$ cat src/rtl/key_scan_debounce_pkg.sv
// key_scan_debounce_pkg: event encodings and 12 MHz board timing defaults
package key_scan_debounce_pkg;
    typedef enum logic [1:0] {
        EVT_PRESS   = 2'd0,
        EVT_RELEASE = 2'd1,
        EVT_LONG    = 2'd2
    } evt_type_e;
    localparam int DEF_DEB_CYCLES  = 240000;
    localparam int DEF_LONG_CYCLES = 12000000;
endpackage

$ cat src/rtl/key_debounce_ch.sv
// key_debounce_ch: one key's synchroniser, debouncer and long-hold detector
module key_debounce_ch
    import key_scan_debounce_pkg::*;
#(
    parameter bit KEY_ACTIVE_LOW = 1'b1,
    parameter int DEB_CYCLES     = DEF_DEB_CYCLES,
    parameter int LONG_CYCLES    = DEF_LONG_CYCLES
) (
    input  logic clk,
    input  logic rst,
    input  logic key_in,
    output logic state,
    output logic rise,
    output logic fall,
    output logic long_hit
);
    localparam int DW = $clog2(DEB_CYCLES + 1);
    localparam int LW = $clog2(LONG_CYCLES + 1);
    logic [1:0]    sync;
    logic [DW-1:0] deb_cnt;
    logic [LW-1:0] hold;
    logic          lvl;
    logic          flip;
    assign lvl      = sync[1] ^ KEY_ACTIVE_LOW;
    assign flip     = (lvl != state) && (deb_cnt == DW'(DEB_CYCLES - 1));
    assign rise     = flip && !state;
    assign fall     = flip && state;
    // hold saturates one past the trigger value so the long event fires once per press
    assign long_hit = state && (hold == LW'(LONG_CYCLES - 1));
    always_ff @(posedge clk) begin
        if (rst) begin
            sync    <= {2{KEY_ACTIVE_LOW}};
            state   <= 1'b0;
            deb_cnt <= '0;
            hold    <= '0;
        end else begin
            sync    <= {sync[0], key_in};
            state   <= state ^ flip;
            deb_cnt <= (lvl == state || flip) ? '0 : deb_cnt + 1'b1;
            hold    <= !state ? '0 : (hold == LW'(LONG_CYCLES)) ? hold : hold + 1'b1;
        end
    end
endmodule

$ cat src/rtl/key_scan_debounce.sv
// key_scan_debounce: debounced key levels plus press/release/long events on a
// valid/ready port, lowest key first, press > long > release within a key.
module key_scan_debounce
    import key_scan_debounce_pkg::*;
#(
    parameter int KEY_NUM        = 4,
    parameter bit KEY_ACTIVE_LOW = 1'b1,
    parameter int DEB_CYCLES     = DEF_DEB_CYCLES,
    parameter int LONG_CYCLES    = DEF_LONG_CYCLES
) (
    input  logic               clk,
    input  logic               rst,
    input  logic [KEY_NUM-1:0] key_in,
    output logic [KEY_NUM-1:0] key_state,
    output logic               evt_valid,
    input  logic               evt_ready,
    output logic [2:0]         evt_key,
    output logic [1:0]         evt_type,
    output logic               evt_overrun
);
    logic [KEY_NUM-1:0] rise, fall, long_hit;
    logic [KEY_NUM-1:0] pend_p, pend_l, pend_r;
    logic [KEY_NUM-1:0] keep_p, keep_l, keep_r, onehot;
    logic               found, load, take, lost;
    logic [2:0]         sel_key;
    evt_type_e          sel_type;

    for (genvar k = 0; k < KEY_NUM; k++) begin : g_ch
        key_debounce_ch #(
            .KEY_ACTIVE_LOW(KEY_ACTIVE_LOW),
            .DEB_CYCLES    (DEB_CYCLES),
            .LONG_CYCLES   (LONG_CYCLES)
        ) u_ch (
            .clk     (clk),
            .rst     (rst),
            .key_in  (key_in[k]),
            .state   (key_state[k]),
            .rise    (rise[k]),
            .fall    (fall[k]),
            .long_hit(long_hit[k])
        );
    end

    // descending scan so the lowest pending key is the one left selected
    always_comb begin
        found    = 1'b0;
        sel_key  = 3'd0;
        sel_type = EVT_PRESS;
        for (int i = KEY_NUM - 1; i >= 0; i--) begin
            if (pend_p[i] || pend_l[i] || pend_r[i]) begin
                found    = 1'b1;
                sel_key  = 3'(i);
                sel_type = pend_p[i] ? EVT_PRESS : pend_l[i] ? EVT_LONG : EVT_RELEASE;
            end
        end
    end

    assign load   = !evt_valid || evt_ready;
    assign take   = load && found;
    assign onehot = KEY_NUM'(1) << sel_key;
    assign keep_p = pend_p & ~((take && sel_type == EVT_PRESS)   ? onehot : '0);
    assign keep_l = pend_l & ~((take && sel_type == EVT_LONG)    ? onehot : '0);
    assign keep_r = pend_r & ~((take && sel_type == EVT_RELEASE) ? onehot : '0);
    assign lost   = |((keep_p & rise) | (keep_l & long_hit) | (keep_r & fall));

    always_ff @(posedge clk) begin
        if (rst) begin
            pend_p      <= '0;
            pend_l      <= '0;
            pend_r      <= '0;
            evt_valid   <= 1'b0;
            evt_key     <= 3'd0;
            evt_type    <= 2'd0;
            evt_overrun <= 1'b0;
        end else begin
            pend_p      <= keep_p | rise;
            pend_l      <= keep_l | long_hit;
            pend_r      <= keep_r | fall;
            evt_overrun <= evt_overrun | lost;
            if (load) evt_valid <= found;
            if (take) begin
                evt_key  <= sel_key;
                evt_type <= sel_type;
            end
        end
    end
endmodule

$ cat config.mk
export PLATFORM = sky130hd
export DESIGN_NAME = key_scan_debounce
export DESIGN_NICKNAME = d
export VERILOG_FILES = /design/src/rtl/key_scan_debounce_pkg.sv /design/src/rtl/key_debounce_ch.sv /design/src/rtl/key_scan_debounce.sv
export SDC_FILE = /design/constraint.sdc
export NUM_CORES = 1
export LEC_CHECK = 0
export CORE_UTILIZATION = 50
export CTS_CLUSTER_SIZE = 12
export DETAILED_ROUTE_END_ITERATION = 16
export PLACE_DENSITY = 0.69
export SLEW_MARGIN = 30
export SYNTH_ARGS = -nofsm -noshare
export SYNTH_HDL_FRONTEND = slang
export SYNTH_SLANG_ARGS = --single-unit
export TNS_END_PERCENT = 50
$ cat constraint.sdc
create_clock -name clk -period 2.2 [get_ports clk]
set_clock_uncertainty 0.2 [all_clocks]
set_input_delay 0.22 -clock clk [delete_from_list [all_inputs] [get_ports clk]]
set_output_delay 0.22 -clock clk [all_outputs]
set_load 0.02 [all_outputs]
==> impl_metrics.csv, run 1 <==
group,metric,value,unit
logic_synthesis,syn_area,8717,sq um
logic_synthesis,yosysTopAreaCellShare,45.47,%
cts,cts-root-buf,"clkbuf_16",
floorplanning,die_x,134.0,microns
logic_synthesis,ys_types,46,
layout,final_cells,1360,
outcome,status,"complete, but fails checks",
pwr,p_leak,3.618,nW
floorplanning,io_pins,18,
global_route,antenna_found_initial,0,
layout,diodes,0,
critical_path,cp-start-kind,"flop",
cts,numCtsBuffers,17,
place,pre_cts_ws,-381.5,ps
logic_synthesis,synth_area_leaders,"dfxtp_1, xor2_1, nor2_1",
routing,drt_iter0_markers,346,
layout,fill_cells,1508,
hold_path,hold_end,"g_ch[2].u_ch.sync[0]",
cts,htree_levels,4,
floorplanning,initial_core_util,51.83,%
sta,rsz0062_at_grt,"true",
critical_path,r2r_slack,-120,ps
logic_synthesis,synth_most_common_cell,"dfxtp_1",
logic_synthesis,syn_nets,1050,
sta,hold_viol,0,
cts,clock-sinks,198,
critical_path,path_class,"flop to flop",
sta,post-route-period-util,105.3,%
sta,setup_tns,-116.9,ps
logic_synthesis,async_flop_share,0,%
global_route,grt_pass1_vias,6609,
pwr,peakVddDrop,612.4,uV
sta,slew_violations,0,
logic_synthesis,yosysSeqAreaShare,45.47,%
logic_synthesis,yosys_warnings,0,
logic_synthesis,syn_area_per_cell,8.521,sq um
sta,relSlewSlack,65.11,%
sta,setup_viol,1,
critical_path,reg2reg_from,"pend_l[3]",
layout,multi_input_area,4691,sq um
floorplanning,fp-row-count,47,
critical_path,reg2regPathDepth,6,
critical_path,critPathCaptureType,"flop",
hold_path,hold_class,"primary input to flop",
hold_path,min_from,"key_in[2]",
logic_synthesis,synth_edf_count,0,
critical_path,worst_ep_arrival_time,2410,ps
layout,regArea,3985,sq um
place,placement.cell_area,9743,sq um
logic_synthesis,synth_top_area_cell,"dfxtp_1",
layout,fin_nets,1154,
hold_path,whs_path_depth,2,
routing,vias,7003,
place,gp_congestion,0.8605,
cts,worstSkewPairLatency,430,ps
cts,clkTransAtPathRegs,70,ps
sta,fmax,431.6,MHz
cts,cts.path.max_buffers,2,
logic_synthesis,synthFlopType,"dfxtp_1",
cts,cts_tree,"done",
layout,stdcell_area,10550,sq um
logic_synthesis,synth_seq_cells,198,
sta,setup_slack,-116.9,ps
logic_synthesis,synthCells,1023,
pwr,p_per_area,632.4,nW/um^2
routing,detail_route.wl_per_cell,12.31,microns
sta,period_needed,2317,ps
routing,ant_nets,0,
layout,area_growth,20.99,%
critical_path,r2r-end,"evt_overrun",
job,maxCapViolCount,0,
routing,first_pass_iters,4,
sta,worstMarginPinSlew,522.2,ps
outcome,violations,"negative setup slack",
place,place_inst,1323,
critical_path,critical_path_peak_fanout,4,
routing,routed_wl,16.74,mm
floorplanning,fp.dieH,134.0,microns
layout,layout-drive-gt1-share,17.11,%
critical_path,cp_data_required_time,2290,ps
sta,hold_ws,148.1,ps
floorplanning,die_area,17970,sq um
global_route,grt_pass1_wl,28.87,mm
logic_synthesis,yosys-top-cells-count,"dfxtp_1, nor2_1, xor2_1, nand2_1, nand3_1",
global_route,grt_max_degree,36,
place,place.port_buffers,16,
floorplanning,core_area,16820,sq um
global_route,grtUsageTotal,19.58,%
global_route,grt.overflow.total,0,
place,post-dp-hpwl,11.47,mm
routing,drc_errors,0,
routing,viasPerCell,5.149,
==> sequential cells by signal, summed over array words and instances, names as in the netlist <==
name,cells
g_ch.u_ch.hold,96
g_ch.u_ch.deb_cnt,72
g_ch.u_ch.sync,8
g_ch.u_ch.state,4
pend_l,4
pend_p,4
pend_r,4
evt_key,2
evt_type,2
evt_overrun,1
evt_valid,1
==> final cells by class <==
type                       count  area share [%]
multi-input combinational    766           44.48
sequential                   198           37.79
timing repair buffer         110           8.447
clock buffer                  18           4.069
tap                          220           2.610
clock inverter                14           1.400
inverter                      34           1.210
==> critical path, cell delays in order (launching register included) <==
cell	delay (ps)
dfxtp_2	340
nor3b_1	140
o211a_1	250
or4_4	520
o211a_1	250
nor4b_2	330
a41oi_2	150
==> cell usage in the layout, fill, tap and decap left out, types with 6 or more instances in the layout <==
cell / count
and3_1: 29
o21ai_0: 19
nand4_1: 27
nand2_1: 81
buf_4: 92
dfxtp_1: 181
and2_1: 7
or2_2: 9
xor2_1: 87
or3_1: 18
clkbuf_16: 17
nand3_1: 59
xnor2_1: 52
ha_1: 17
clkdlybuf4s50_1: 16
nand2b_1: 6
nor3_2: 8
and4_1: 8
inv_1: 34
nor4_1: 7
dfxtp_2: 17
a21oi_1: 37
nor3_1: 26
nor2_2: 7
nor2_1: 190
nand4b_1: 6
==> worst max-delay path by stage <==
stage               slack, ps          end  cells after the start      start
global placement         -350  evt_overrun                      7  evt_ready
finish                   -120  evt_overrun                      6  pend_l[3]
CTS                       -20  evt_overrun                      6  pend_l[3]
detailed placement       -380  evt_overrun                      8  evt_ready
floorplan                   5  evt_overrun                      6  evt_valid
global route             -170  evt_overrun                      6  pend_p[3]
==> cells by family after synthesis <==
group	synth area share, %
fa+ha+maj	2.871
other cells	0.04302
simple gates	29.45
buf+inv	2.770
xor+xnor	13.97
mux	0.4593
flops	45.47
compound gates	4.966
==> metrics by stage <==
step,utilization [%],power [mW]
6_report,62.71,6.670
5_1_grt,62.71,6.927
4_1_cts,61.65,6.762
3_5_place_dp,57.93,3.739
3_3_place_gp,57.93,3.738
2_1_floorplan,-,3.707
==> report_power, final <==
group / total (mW) / internal, mW / switching, mW
sequential: 3.59 / 3.59 / 0.00353
combinational: 0.0617 / 0.0281 / 0.0337
clock: 3.01 / 1.60 / 1.42
total: 6.67 / 5.21 / 1.46
==> layer usage <==
layer | part of all wire (%) | vias to the layer above | global-route usage [%]
met4 | 1.2 | 0 | 6.117
met3 | 2.7 | 16 | 4.989
met2 | 47 | 67 | 33.13
li1 | - | 3654 | -
met1 | 49 | 3266 | 24.39
met5 | 0 | - | 0
==> timing repair <==
action                     in CTS  in global routing
pin swaps                      10                 13
resized for setup              24                 38
setup buffers                   1                  5
setup endpoints to repair       4                 30
hold buffers                    0                  0
No activity file was read; power rests on OpenSTA's default activity.
==> inputs of run 2 (changes only) <==
--- a/config.mk
+++ b/config.mk
@@ -5,6 +5,7 @@
 export SDC_FILE = /design/constraint.sdc
 export NUM_CORES = 1
 export LEC_CHECK = 0
+export ABC_CLOCK_PERIOD_IN_PS = 2200
 export CORE_UTILIZATION = 50
 export CTS_CLUSTER_SIZE = 12
 export DETAILED_ROUTE_END_ITERATION = 16
==> results of run 2 <==
No change in the layout: final DEF, timing and power equal those of run 1.
==> inputs of run 3 (changes only) <==
--- a/config.mk
+++ b/config.mk
@@ -6,6 +6,7 @@
 export NUM_CORES = 1
 export LEC_CHECK = 0
 export ABC_CLOCK_PERIOD_IN_PS = 2200
+export CORE_MARGIN = 2
 export CORE_UTILIZATION = 50
 export CTS_CLUSTER_SIZE = 12
 export DETAILED_ROUTE_END_ITERATION = 16
==> run 3 against run 2 <==
The run still ends with negative setup slack left. Register-to-register slack improved by 30 ps. Maximum frequency increased by 1.4%. Setup slack better by 31 ps. Sequential power is essentially flat. Clock power up 5%. Power increased by 2.1%. Via count fell by 0.51%. Design area shrank 0.26%. Sequential cell count stayed put. Largest cell class unchanged. Final cell count increased by 0.22%.
==> impl_metrics.csv, run 3 (same netlist as run 1, synthesis figures left out) <==
group,metric,value,unit
outcome,status,"complete, but fails checks",
outcome,violations,"negative setup slack",
sta,post-route-period-util,103.9,%
layout,layout-drive-gt1-share,15.55,%
place,placement.cell_area,9742,sq um
pwr,p_seq_share,52.8,%
routing,detail_route.wl_per_cell,11.97,microns
sta,period_needed,2286,ps
critical_path,reg2reg_from,"pend_l[1]",
floorplanning,core_area,17180,sq um
critical_path,r2r-end,"evt_overrun",
layout,fill_cells,1486,
critical_path,reg2regPathDepth,7,
sta,setup_viol,1,
global_route,grt_max_degree,44,
global_route,grt_pass1_vias,6665,
critical_path,cp-start-kind,"flop",
routing,drc_errors,0,
critical_path,r2r_slack,-90,ps
sta,hold_viol,0,
floorplanning,initial_core_util,50.75,%
critical_path,cp_data_required_time,2290,ps
layout,stdcell_area,10520,sq um
routing,drt_iter0_markers,266,
hold_path,hold_end,"g_ch[2].u_ch.sync[0]",
sta,fmax,437.5,MHz
pwr,fin_total_pwr,6.812,mW
global_route,grt_pass1_wl,28.54,mm
global_route,grt.overflow.total,0,
global_route,grtUsageTotal,18.56,%
critical_path,critical_path_peak_fanout,5,
sta,slew_violations,0,
pwr,p_int,5.488,mW
pwr,p_per_area,647.6,nW/um^2
place,post-dp-hpwl,11.13,mm
layout,area_growth,20.67,%
cts,clkTransAtPathRegs,70,ps
cts,worstSkewPairLatency,420,ps
routing,first_pass_iters,4,
pwr,peakVddDrop,573.5,uV
routing,viasPerCell,5.112,
layout,fin_nets,1153,
floorplanning,die_x,136.0,microns
routing,vias,6967,
place,place.port_buffers,16,
layout,largest_register_ffs,96,
floorplanning,io_pins,18,
routing,ant_nets,0,
place,place_inst,1327,
place,pre_cts_ws,-361.5,ps
cts,cts_tree,"done",
cts,htree_levels,4,
cts,cts.path.max_buffers,2,
cts,cts-root-buf,"clkbuf_16",
cts,numCtsBuffers,17,
cts,clock-sinks,198,
pwr,combPwrFrac,0.9,%
sta,setup_slack,-85.72,ps
pwr,swShare,19.43,%
sta,rsz0062_at_grt,"true",
critical_path,worst_ep_arrival_time,2380,ps
layout,final_common_cell,"nor2_1",
job,maxCapViolCount,0,
layout,diodes,0,
floorplanning,fp-row-count,48,
floorplanning,die_area,18510,sq um
routing,routed_wl,16.32,mm
pwr,p_sw,1.324,mW
pwr,p_leak,3.644,nW
global_route,antenna_found_initial,0,
layout,regMostFlops,"g_ch.u_ch.hold",
critical_path,critPathCaptureType,"flop",
critical_path,path_class,"flop to flop",
place,gp_congestion,0.8587,
layout,final_cells,1363,
hold_path,whs_path_depth,2,
layout,top_regs,"g_ch.u_ch.hold x96, g_ch.u_ch.deb_cnt x72, g_ch.u_ch.sync x8",
pwr,clkPwrFrac,46.3,%
hold_path,min_from,"key_in[2]",
layout,layout_common_cells,"nor2_1, dfxtp_1, buf_4",
floorplanning,fp.dieH,136.0,microns
hold_path,hold_class,"primary input to flop",
[run 3: changes by cell type in the layout (fill, tap and decap cells not counted), sizes merged]
cell,before,now
clkbuf,18,22
buf,94,93
bufinv,1,3
clkinvlp,2,0
clkinv,7,5
inv,38,35
[run 3: how the worst max path moves through the flow]
stage	slack, ps	depth (start not counted)	endpoint	start
finish	-90	7	evt_overrun	pend_l[1]
global route	-140	9	evt_overrun	g_ch[2].u_ch.deb_cnt[2]
CTS	-60	7	evt_overrun	pend_l[1]
detailed placement	-360	7	evt_overrun	evt_ready
global placement	-330	7	evt_overrun	evt_ready
floorplan	5	6	evt_overrun	evt_valid
[run 3: layout make-up]
cell class / instances / area, sq um / area share (%)
multi-input combinational: 766 / 4646 / 44.17
sequential: 198 / 3983 / 37.86
timing repair buffer: 109 / 883.3 / 8.398
clock buffer: 22 / 474.2 / 4.508
tap: 225 / 281.5 / 2.676
inverter: 34 / 127.6 / 1.213
clock inverter: 9 / 123.9 / 1.178
[run 3: layer usage]
metal	global-route usage (%)	wire, microns
met5	0	0
met4	6.424	123
met3	3.952	424
met2	30.99	7666
met1	23.77	8101
[run 3: power groups by stage]
stage          logic [mW]  registers, mW  clock network, mW
6_report           0.0593           3.60               3.16
5_1_grt            0.0661           3.59               3.38
4_1_cts            0.0601           3.59               3.25
3_5_place_dp       0.0594           3.68                  0
3_3_place_gp       0.0592           3.68                  0
2_1_floorplan      0.0306           3.68                  0
[run 3: metrics by stage]
stage                     utilization (%)  hold slack (ps)  TNS (ps)
final                               61.24            159.2    -85.72
after global routing                61.24            152.5    -228.7
after CTS                           60.42            142.1    -57.37
after detailed placement            56.72            193.6     -1032
after global placement              56.72            194.5    -823.8
after floorplan                         -            123.8         0
[run 3: repair_timing]
item	CTS	global route
endpoints found under the setup margin	2	23
buffers inserted	0	5
hold buffers	0	0
resized for setup	13	32
pin swaps	6	12
[run 3: worst max-delay path, stage by stage, from the launching register on]
cell,delay [ps]
dfxtp_2,340
or3b_1,180
a21oi_2,70
buf_4,140
or4_4,550
o211a_1,250
nor4b_4,300
a41oi_2,140
==> patch: new RTL, config.mk and constraints of run 1 <==
`KEY_ACTIVE_LOW` is set to 1'b1 in 2 places; all go to 1'b0.
--- a/src/rtl/key_debounce_ch.sv
+++ b/src/rtl/key_debounce_ch.sv
@@ -3,5 +3,5 @@
     import key_scan_debounce_pkg::*;
 #(
-    parameter bit KEY_ACTIVE_LOW = 1'b1,
+    parameter bit KEY_ACTIVE_LOW = 1'b0,
     parameter int DEB_CYCLES     = DEF_DEB_CYCLES,
     parameter int LONG_CYCLES    = DEF_LONG_CYCLES
--- a/src/rtl/key_scan_debounce.sv
+++ b/src/rtl/key_scan_debounce.sv
@@ -5,5 +5,5 @@
 #(
     parameter int KEY_NUM        = 4,
-    parameter bit KEY_ACTIVE_LOW = 1'b1,
+    parameter bit KEY_ACTIVE_LOW = 1'b0,
     parameter int DEB_CYCLES     = DEF_DEB_CYCLES,
     parameter int LONG_CYCLES    = DEF_LONG_CYCLES
Check against the original RTL: same outputs for any inputs over 10 cycles, from zero or initial values and one cycle with rst high; that may be too few to reach the edited logic, so the function may still have changed.
==> patch against run 1 <==
The flow still finishes with violations (setup timing). Sequential cell count stayed put. Synthesized area is 0.49% higher. Design area down 1.9%. Total power decreased by 0.32%. Hold slack better by 0.015 ns. Routed wire length is 0.35% lower. Fmax is 4.3% lower. Critical path depth up 1. Setup slack lost 0.10 ns.
==> patch: results (changes against run 1) <==
ROUTABILITYCONGESTION=0.857  # -0.44%
POSTLAYOUTSETUPSLACKWORST_NS=-0.220  # -0.103 ns
MAPPEDNETLISTNETS=1046  # -0.38%
LAYOUT.CLOCK.CELL_AREA_SHARE_PCT=5.53  # +0.059 points
CTS.REPAIR_TIMING.SETUP_BUFFER_COUNT=0  # -1
DETAILROUTE.WIRELENGTH.MET3_UM=497  # +9.0%
VIOLATIONS='setup timing'
PRE_CTS_SETUP_SLACK_NS=-0.151  # +0.231 ns
ARRIVAL_NS=2.55  # +0.14 ns
GRT_PASS1_VIAS=6345  # -4.0%
LARGEST_NET_DEGREE_AT_THE_START_OF_GLOBAL_ROUTING=27  # -25%
FIRST_PASS_GRT_WIRE_LENGTH_UM=27700  # -3.9%
MULTI_INPUT_COMB_CELLS=772  # +0.78%
NUMBER_OF_FLIP_FLOPS_AND_LATCHES=198  # unchanged
MULTIINPUTGATEAREA_MM2=0.00466  # -0.72%
DRT_ITER0_DRC=287  # -17%
POWER.DENSITY_mW_PER_MM2=643  # +1.6%
FP.DIEW_UM=134  # +0.24%
SYNTHTOPCELLSBYAREA='dfxtp_1 (45%), xor2_1 (8.9%), nor2_1 (7.7%), xnor2_1 (4.1%), nand2_1 (3.6%)'
LAYOUT.FILLER_CELLS=1526  # +1.2%
GRT_UTIL_OVERALL_PCT=18.7  # -0.86 points
USE_MET3_PCT=4.65  # -0.34 points
PLACED_CELLS=1305  # -1.4%
RUN_STATUS='complete, but fails checks'
FINAL-SETUP-VIOL-COUNT=21  # +20
SYNTH_COMMONEST_CELLS='dfxtp_1 (198), nor2_1 (180), xor2_1 (89)'
[patch: changes by cell type after synthesis, sizes merged, moves of 4 or more]
cell    delta
o21ai      +5
mux2i      +4
nor3      -13
or3        +7
nor2b     +18
ha         -8
nor4       +4
clkbuf     +6
xnor2     -11
inv       -10
nand4      +4
nor2      -18
nand3b     +4
[patch: power groups by stage]
stage / clock network [mW] / logic [mW] / registers, mW
2_1_floorplan: 0 / 0.0351 / 3.68
3_3_place_gp: 0 / 0.0563 / 3.68
3_5_place_dp: 0 / 0.0567 / 3.68
4_1_cts: 3.08 / 0.0571 / 3.60
5_1_grt: 3.23 / 0.0656 / 3.60
6_report: 2.99 / 0.0600 / 3.60
[patch: kinds of logic after synthesis]
group	count (synthesis)	share of synthesized area, %
multiplexers	8	0.914
XOR/XNOR	130	13.0
flip-flops	198	45.3
adder cells (fa/ha/maj)	12	1.71
other	1	0.0428
buffers and inverters	57	2.80
AND/OR/NAND/NOR	528	30.3
AO/OA/AOI/OAI	93	6.01
[patch: stage by stage]
stage / hold slack, ns / power, mW
4_1_cts: 0.159 / 6.73
5_1_grt: 0.165 / 6.89
2_1_floorplan: 0.148 / 3.71
6_report: 0.163 / 6.65
3_5_place_dp: 0.232 / 3.74
3_3_place_gp: 0.218 / 3.74
[patch: path summary, 6_finish.rpt]
check / from / end / cells past startpoint
setup / recovery: g_ch[3].u_ch.deb_cnt[9] / g_ch[3].u_ch.deb_cnt[8] / 7
hold / removal: key_in[1] / g_ch[1].u_ch.sync[0] / 2
setup reg to reg: g_ch[3].u_ch.deb_cnt[9] / g_ch[3].u_ch.deb_cnt[8] / 7
hold reg to reg: g_ch[1].u_ch.sync[0] / g_ch[1].u_ch.sync[1] / 1
